==> config.mk <==
export PLATFORM = sky130hd
export DESIGN_NAME = gpio_in_conditioner
export DESIGN_NICKNAME = d
export VERILOG_FILES = /design/src/rtl/gpio_cond_pkg.sv /design/src/rtl/gpio_in_conditioner_debounce_bit.sv /design/src/rtl/gpio_in_conditioner.sv
export SDC_FILE = /design/constraint.sdc
export NUM_CORES = 1
export LEC_CHECK = 0
export BUFFER_PORTS_ARGS = -buffer_cell sky130_fd_sc_hd__buf_2
export CORE_MARGIN = 8
export CORE_UTILIZATION = 45
export CTS_CLUSTER_DIAMETER = 80
export DETAILED_ROUTE_END_ITERATION = 10
export PLACE_DENSITY = 0.66
export SYNTH_ARGS = -nofsm -noshare
export SYNTH_HDL_FRONTEND = slang
export SYNTH_SLANG_ARGS = --single-unit
==> constraint.sdc <==
create_clock -name Clock -period 1.7 [get_ports Clock]
set_input_delay 0.17 -clock Clock [delete_from_list [all_inputs] [get_ports Clock]]
set_output_delay 0.17 -clock Clock [all_outputs]
set_load 0.005 [all_outputs]
==> src/rtl/gpio_cond_pkg.sv <==
// Shared constants and width helper for the GPIO input conditioning path.
package gpio_cond_pkg;

    localparam int GPIO_COND_WIDTH      = 16;
    localparam int GPIO_COND_TICK_DIV   = 50000;
    localparam int GPIO_COND_STABLE_CNT = 4;

    // Bits needed to count 0..n-1; never narrower than one bit.
    function automatic int cnt_width(input int n);
        return ($clog2(n) < 1) ? 1 : $clog2(n);
    endfunction

endpackage

==> src/rtl/gpio_in_conditioner_debounce_bit.sv <==
// One GPIO bit: 2-flop synchronizer, tick-sampled debouncer, edge pulses and sticky rise flag.
module debounce_bit
    import gpio_cond_pkg::*;
#(
    parameter int STABLE_CNT = GPIO_COND_STABLE_CNT
) (
    input  logic clk,
    input  logic rst_n,
    input  logic din,
    input  logic tick,
    input  logic clear,
    output logic dout,
    output logic rise,
    output logic fall,
    output logic sticky
);

    localparam int CW = cnt_width(STABLE_CNT);
    localparam logic [CW-1:0] CNT_MAX = CW'(STABLE_CNT - 1);

    logic          s1;
    logic          s2;
    logic [CW-1:0] cnt;
    logic          accept;
    logic          rise_nxt;
    logic          fall_nxt;

    always_comb begin
        accept   = tick && (s2 != dout) && (cnt == CNT_MAX);
        rise_nxt = accept && s2;
        fall_nxt = accept && !s2;
    end

    always_ff @(posedge clk or negedge rst_n) begin
        if (!rst_n) begin
            s1     <= 1'b0;
            s2     <= 1'b0;
            cnt    <= '0;
            dout   <= 1'b0;
            rise   <= 1'b0;
            fall   <= 1'b0;
            sticky <= 1'b0;
        end else begin
            s1     <= din;
            s2     <= s1;
            rise   <= rise_nxt;
            fall   <= fall_nxt;
            // A rise in the same cycle as a clear must still be recorded.
            sticky <= rise_nxt | (sticky & ~clear);
            if (tick) begin
                if (s2 == dout) begin
                    cnt <= '0;
                end else if (cnt == CNT_MAX) begin
                    dout <= s2;
                    cnt  <= '0;
                end else begin
                    cnt <= cnt + CW'(1);
                end
            end
        end
    end

endmodule

==> src/rtl/gpio_in_conditioner.sv <==
// Conditions the raw GPIO input half: shared sample prescaler plus one debouncer per bit.
module gpio_in_conditioner
    import gpio_cond_pkg::*;
#(
    parameter int WIDTH      = GPIO_COND_WIDTH,
    parameter int TICK_DIV   = GPIO_COND_TICK_DIV,
    parameter int STABLE_CNT = GPIO_COND_STABLE_CNT
) (
    input  logic             Clock,
    input  logic             Resetn,
    input  logic [WIDTH-1:0] Din,
    input  logic [WIDTH-1:0] Clear,
    output logic [WIDTH-1:0] Dout,
    output logic [WIDTH-1:0] Rise,
    output logic [WIDTH-1:0] Fall,
    output logic [WIDTH-1:0] Sticky,
    output logic             Tick
);

    localparam int PW = cnt_width(TICK_DIV);
    localparam logic [PW-1:0] PRE_MAX = PW'(TICK_DIV - 1);

    logic [PW-1:0] pre;

    // Tick is registered on the wrap, so with TICK_DIV=1 it stays high every cycle.
    always_ff @(posedge Clock or negedge Resetn) begin
        if (!Resetn) begin
            pre  <= '0;
            Tick <= 1'b0;
        end else if (pre == PRE_MAX) begin
            pre  <= '0;
            Tick <= 1'b1;
        end else begin
            pre  <= pre + PW'(1);
            Tick <= 1'b0;
        end
    end

    for (genvar i = 0; i < WIDTH; i++) begin : g_bit
        debounce_bit #(
            .STABLE_CNT(STABLE_CNT)
        ) u_bit (
            .clk   (Clock),
            .rst_n (Resetn),
            .din   (Din[i]),
            .tick  (Tick),
            .clear (Clear[i]),
            .dout  (Dout[i]),
            .rise  (Rise[i]),
            .fall  (Fall[i]),
            .sticky(Sticky[i])
        );
    end

endmodule

# Word level (Yosys, flattened, before mapping)
# Cells that the tools add are included.
# op_classes
mux	34
bitwise_logic	64
eq_ne	49
reduce_logical	96
addsub	17
# op_table
cell	count
$logic_and 1x1->1	64
$mux 2	32
$reduce_and 3->1	16
$add 2x1->2 const B	16
$eq 2x2->1 const B	16
$not 1->1	32
$add 16x1->16 const B	1
$and 1x1->1	16
$eq 1x1->1	16
$eq 16x16->1 const B	1
$logic_not 1->1	16
$mux 16	1
$ne 1x1->1	16
$or 1x1->1	16
$mux 1	1
# word_totals
regBits	145
elab_cells	374
in_bits	34
out_inout_bits	65

# Logic depth before layout (Yosys ltp)
# logic_depth
word_depth	5
mapped_depth	6
depth_no_buf	5

# Cells and area by module
# Synthesis repeated with hierarchy kept, for this count alone.
# hier_totals
cells_unflattened	437
hier_area_um2	5540.3
# by_module_without_submodules
module	seq_area_each_um2	n_inst	area_each_um2	cells_each
debounce_bit	200.2	16	297.8	23
gpio_in_conditioner	425.4	1	775.7	69

# Worst setup path before layout
# No wires, ideal clock.
# synth_timing
path_type	register to register
from	register pre[7]
to	register pre[15]
path_buffers	0
setup_slack_ns	0.168
setup_time_ns	0.077
period_less_slack_ns	1.532
required_ns	1.623
path_stages_with_launch	5
arrival_ns	1.455
path_cell_list	dfrtp_1 nand4_1 or3_1 or4_1 a21oi_1
# synth_between
elab_chain_len	2
elab_cells_between_ends	3
cone_classes	add/sub: 1; eq/ne: 1; mux: 1
# synth_rtl
element	line_no	text
start, declared	gpio_in_conditioner.sv:23	logic [PW-1:0] pre;
start signal, assigned	gpio_in_conditioner.sv:34	pre <= pre + PW'(1);
$add 16x1->16 / $eq 16x16->1 (equally long branches)	gpio_in_conditioner.sv:34, gpio_in_conditioner.sv:30	
$mux 16 *	gpio_in_conditioner.sv:30	end else if (pre == PRE_MAX) begin
# Every way passes the cells marked *; elsewhere a longest branch is shown, timed or not.
# A chain may end at the register's enable or synchronous reset.

# Worst setup path in the final report
# Same ends and word-level chain as after synthesis.

==> flow_metrics.tcl <==
set metrics [dict create \
    vias 3535 \
    grt_util_met2_pct 20.2 \
    ctsHtreeMaxLevel 4 \
    powerDensity_nw_per_um2 1020 \
    n_fill_cell 1154 \
    grt_max_degree 54 \
    io_buffers 98 \
    period_minus_slack_ns 1.72 \
    start_util_pct 45.6 \
    path_class "reg -> reg" \
    numCtsBuffers 17 \
    end_kind "register" \
    wirelength_microns 10200 \
    setup_violations 1 \
    netlist_area_sq_um 5980 \
    use_met1_pct 14.0 \
    final_util_pct 53.7 \
    postSynthCellCount 493 \
    drc 0 \
    leakagePower_nw 3.68 \
    antenna_left 0 \
    via_per_inst 4.69 \
    grt_busiest_layer "met2" \
    worst_slack_ns -0.0217 \
    root_buffer "clkbuf_16" \
    avgSynthCellArea_sq_um 12.1 \
    gr-total-overflow 0 \
    chipHeight_microns 131 \
    timing_hold_violations_final 0 \
    ir_worst_vdd_mv 0.584 \
    fin_nets 616 \
    crit_fanout 5 \
    ys_seq_area_share_pct 60.6 \
    status "complete, but fails checks" \
    ys_ff_latch 145 \
    clock_latency_ns 0.41 \
    grt_pass1_wl_microns 17800 \
    fin_setup_tns_ns -0.0217 \
    pin_count 99 \
    max-cap-violations 0 \
    hp-class "in -> reg" \
    antenna_found_initial 0 \
    synth_nets 544 \
    cts_tree "done" \
    first_iter_violations 163 \
    routabilityCongestion 0.795 \
    grt_usage_pct 12.7 \
    areaGrowthSynthToFinish_pct 17.8 \
    violations "negative setup slack" \
    whs_ns 0.0242 \
    firstDrtPassIters 4 \
    avgRoutedWirePerCell_microns 13.5 \
    slowest_delay_ns 0.49 \
    die_x_microns 131 \
    fmax_ghz 0.581 \
    cts.clk_slew.worst_paths_ns 0.06 \
    drive_above_1_share_pct 29.6 \
    die_area_sq_um 17200 \
    startpoint_type "register" \
    maxSlewHeadroom_pct 73.0 \
    ys.warnings.count 0 \
    n_antenna_cell 0 \
    grt_pass1_vias 3827 \
    slew_violations 0 \
    dp_worst_setup_slack_ns 0.0668 \
    synthDistinctLibCells 30 \
    min_period_over_period_pct 101 \
    cts_buffer_depth 2 \
    fp.coreArea_sq_um 13100 \
    dp_hpwl_microns 7030 \
    worst_pin_slew_ns 0.405 \
    gr-usage-met3_pct 5.49 \
    rsz0062_at_grt "true" \
    cp_slowest_cell "or4_4" \
    cp_cell_sequence "nand4_1 -> or3_4 -> or4_4 -> a21oi_2" \
    clock_sinks 145 \
    required_ns 2.04 \
    arrival_ns 2.06 \
    num_rows 42 \
    fin_skew_ns 0.00678 \
]
[Yosys cell counts (all sizes together)]
cell type	count	area, sq um
xnor2	23	201
and3	1	6.26
nor4b	1	8.76
nand2b	1	6.26
o31ai	1	7.51
or4	1	7.51
ha	17	213
a21o	17	128
xor2	4	35.0
o22ai	23	144
nand3	5	25.0
a21oi	1	5.00
inv	42	158
or3	1	6.26
o21ba	1	10.0
nand4	2	18.8
dfrtp	145	3630
nand2	43	161
buf	65	485
nor3	11	55.1
nor2b	1	6.26
clkbuf	8	30.0
mux2i	1	10.0
nor2	16	60.1
mux2	25	282
and4	3	26.3
nor4bb	2	20.0
nor3b	32	240
[metal layers]
layer	vias to the layer above	wire, microns	part of all wire, %
met4	0	255	2.5
met5	-	0	0
met1	1707	4210	41
li1	1713	-	-
met3	21	657	6.5
met2	94	5040	50
[sequential cells by signal, summed over array words and instances, names as in the netlist]
register,count
g_bit.u_bit.fall,16
pre,16
g_bit.u_bit.cnt,32
g_bit.u_bit.sticky,16
g_bit.u_bit.s1,16
Tick,1
g_bit.u_bit.rise,16
g_bit.u_bit.dout,16
g_bit.u_bit.s2,16
[logic make-up (layout without fill, tap and decap cells)]
group	after synthesis	count (layout)	synth area share, %
flops	145	145	60.6
simple gates	120	120	10.8
buf+inv	115	200	11.2
compound gates	43	43	4.91
xor+xnor	27	27	3.95
mux	26	26	4.87
fa+ha+maj	17	17	3.55
[where the power goes]
group	internal, mW	total (mW)	switching (mW)
Sequential	3.49	3.52	0.0269
Combinational	0.0872	0.185	0.0977
Clock	2.11	3.46	1.34
[placed cells by master (no fill, tap or decap), types with 2 or more instances in the layout]
cell type / instances
clkbuf_16: 17
nor2_1: 16
inv_1: 42
nor4bb_1: 2
buf_12: 3
dlygate4sd3_1: 17
and4_1: 2
buf_2: 97
clkbuf_8: 3
nand2_1: 43
a21o_1: 17
clkinv_2: 6
mux2_2: 25
xnor2_1: 23
ha_1: 17
xor2_1: 4
nand3_1: 5
buf_4: 8
clkbuf_1: 2
nor3b_1: 32
nor3_1: 11
clkinv_4: 2
dfrtp_1: 144
o22ai_1: 23
[worst paths after layout]
kind | start | end | slack [ns] | depth (start not counted)
hold reg to reg | g_bit[12].u_bit.s1 | g_bit[12].u_bit.s2 | 0.35 | 0
min in group asynchronous | Resetn | g_bit[4].u_bit.dout | 0.24 | 2
max in group asynchronous | Resetn | g_bit[14].u_bit.dout | 0.85 | 3
setup / recovery | pre[7] | pre[15] | -0.02 | 4
setup reg to reg | pre[7] | pre[15] | -0.02 | 4
hold / removal | Clear[12] | g_bit[12].u_bit.sticky | 0.02 | 3
[stage by stage]
step,cell area [sq um],power [mW],std cells
2_1_floorplan,5980,3.61,493
3_3_place_gp,6280,3.73,701
3_5_place_dp,6280,3.74,701
4_1_cts,7010,7.28,750
5_1_grt,7050,7.45,754
6_report,7050,7.16,754
[timing repair]
| item | CTS | global route |
|---|---|---|
| resized for setup | 0 | 5 |
| endpoints found under the setup margin | 0 | 2 |
| hold endpoints to repair | 56 | 0 |
| buffers inserted | 0 | 4 |
| hold buffers | 17 | 0 |
[final cells by class]
type / count / area (sq um) / share of cell area (%)
timing repair buffer: 126 / 787 / 11.2
sequential: 145 / 3630 / 51.5
clock inverter: 10 / 85.1 / 1.21
clock buffer: 22 / 474 / 6.72
inverter: 42 / 158 / 2.24
tap: 176 / 220 / 3.12
multi-input combinational: 233 / 1700 / 24.1
[worst max-delay path: cells and delay by family (launching register included)]
family / cells / cell delay, ns
AOI/OAI and AO/OA: 1 / 0.16
and+or+nand+nor: 3 / 1.07
DFF: 1 / 0.43
Note: power is estimated with default switching activity, not from simulation.
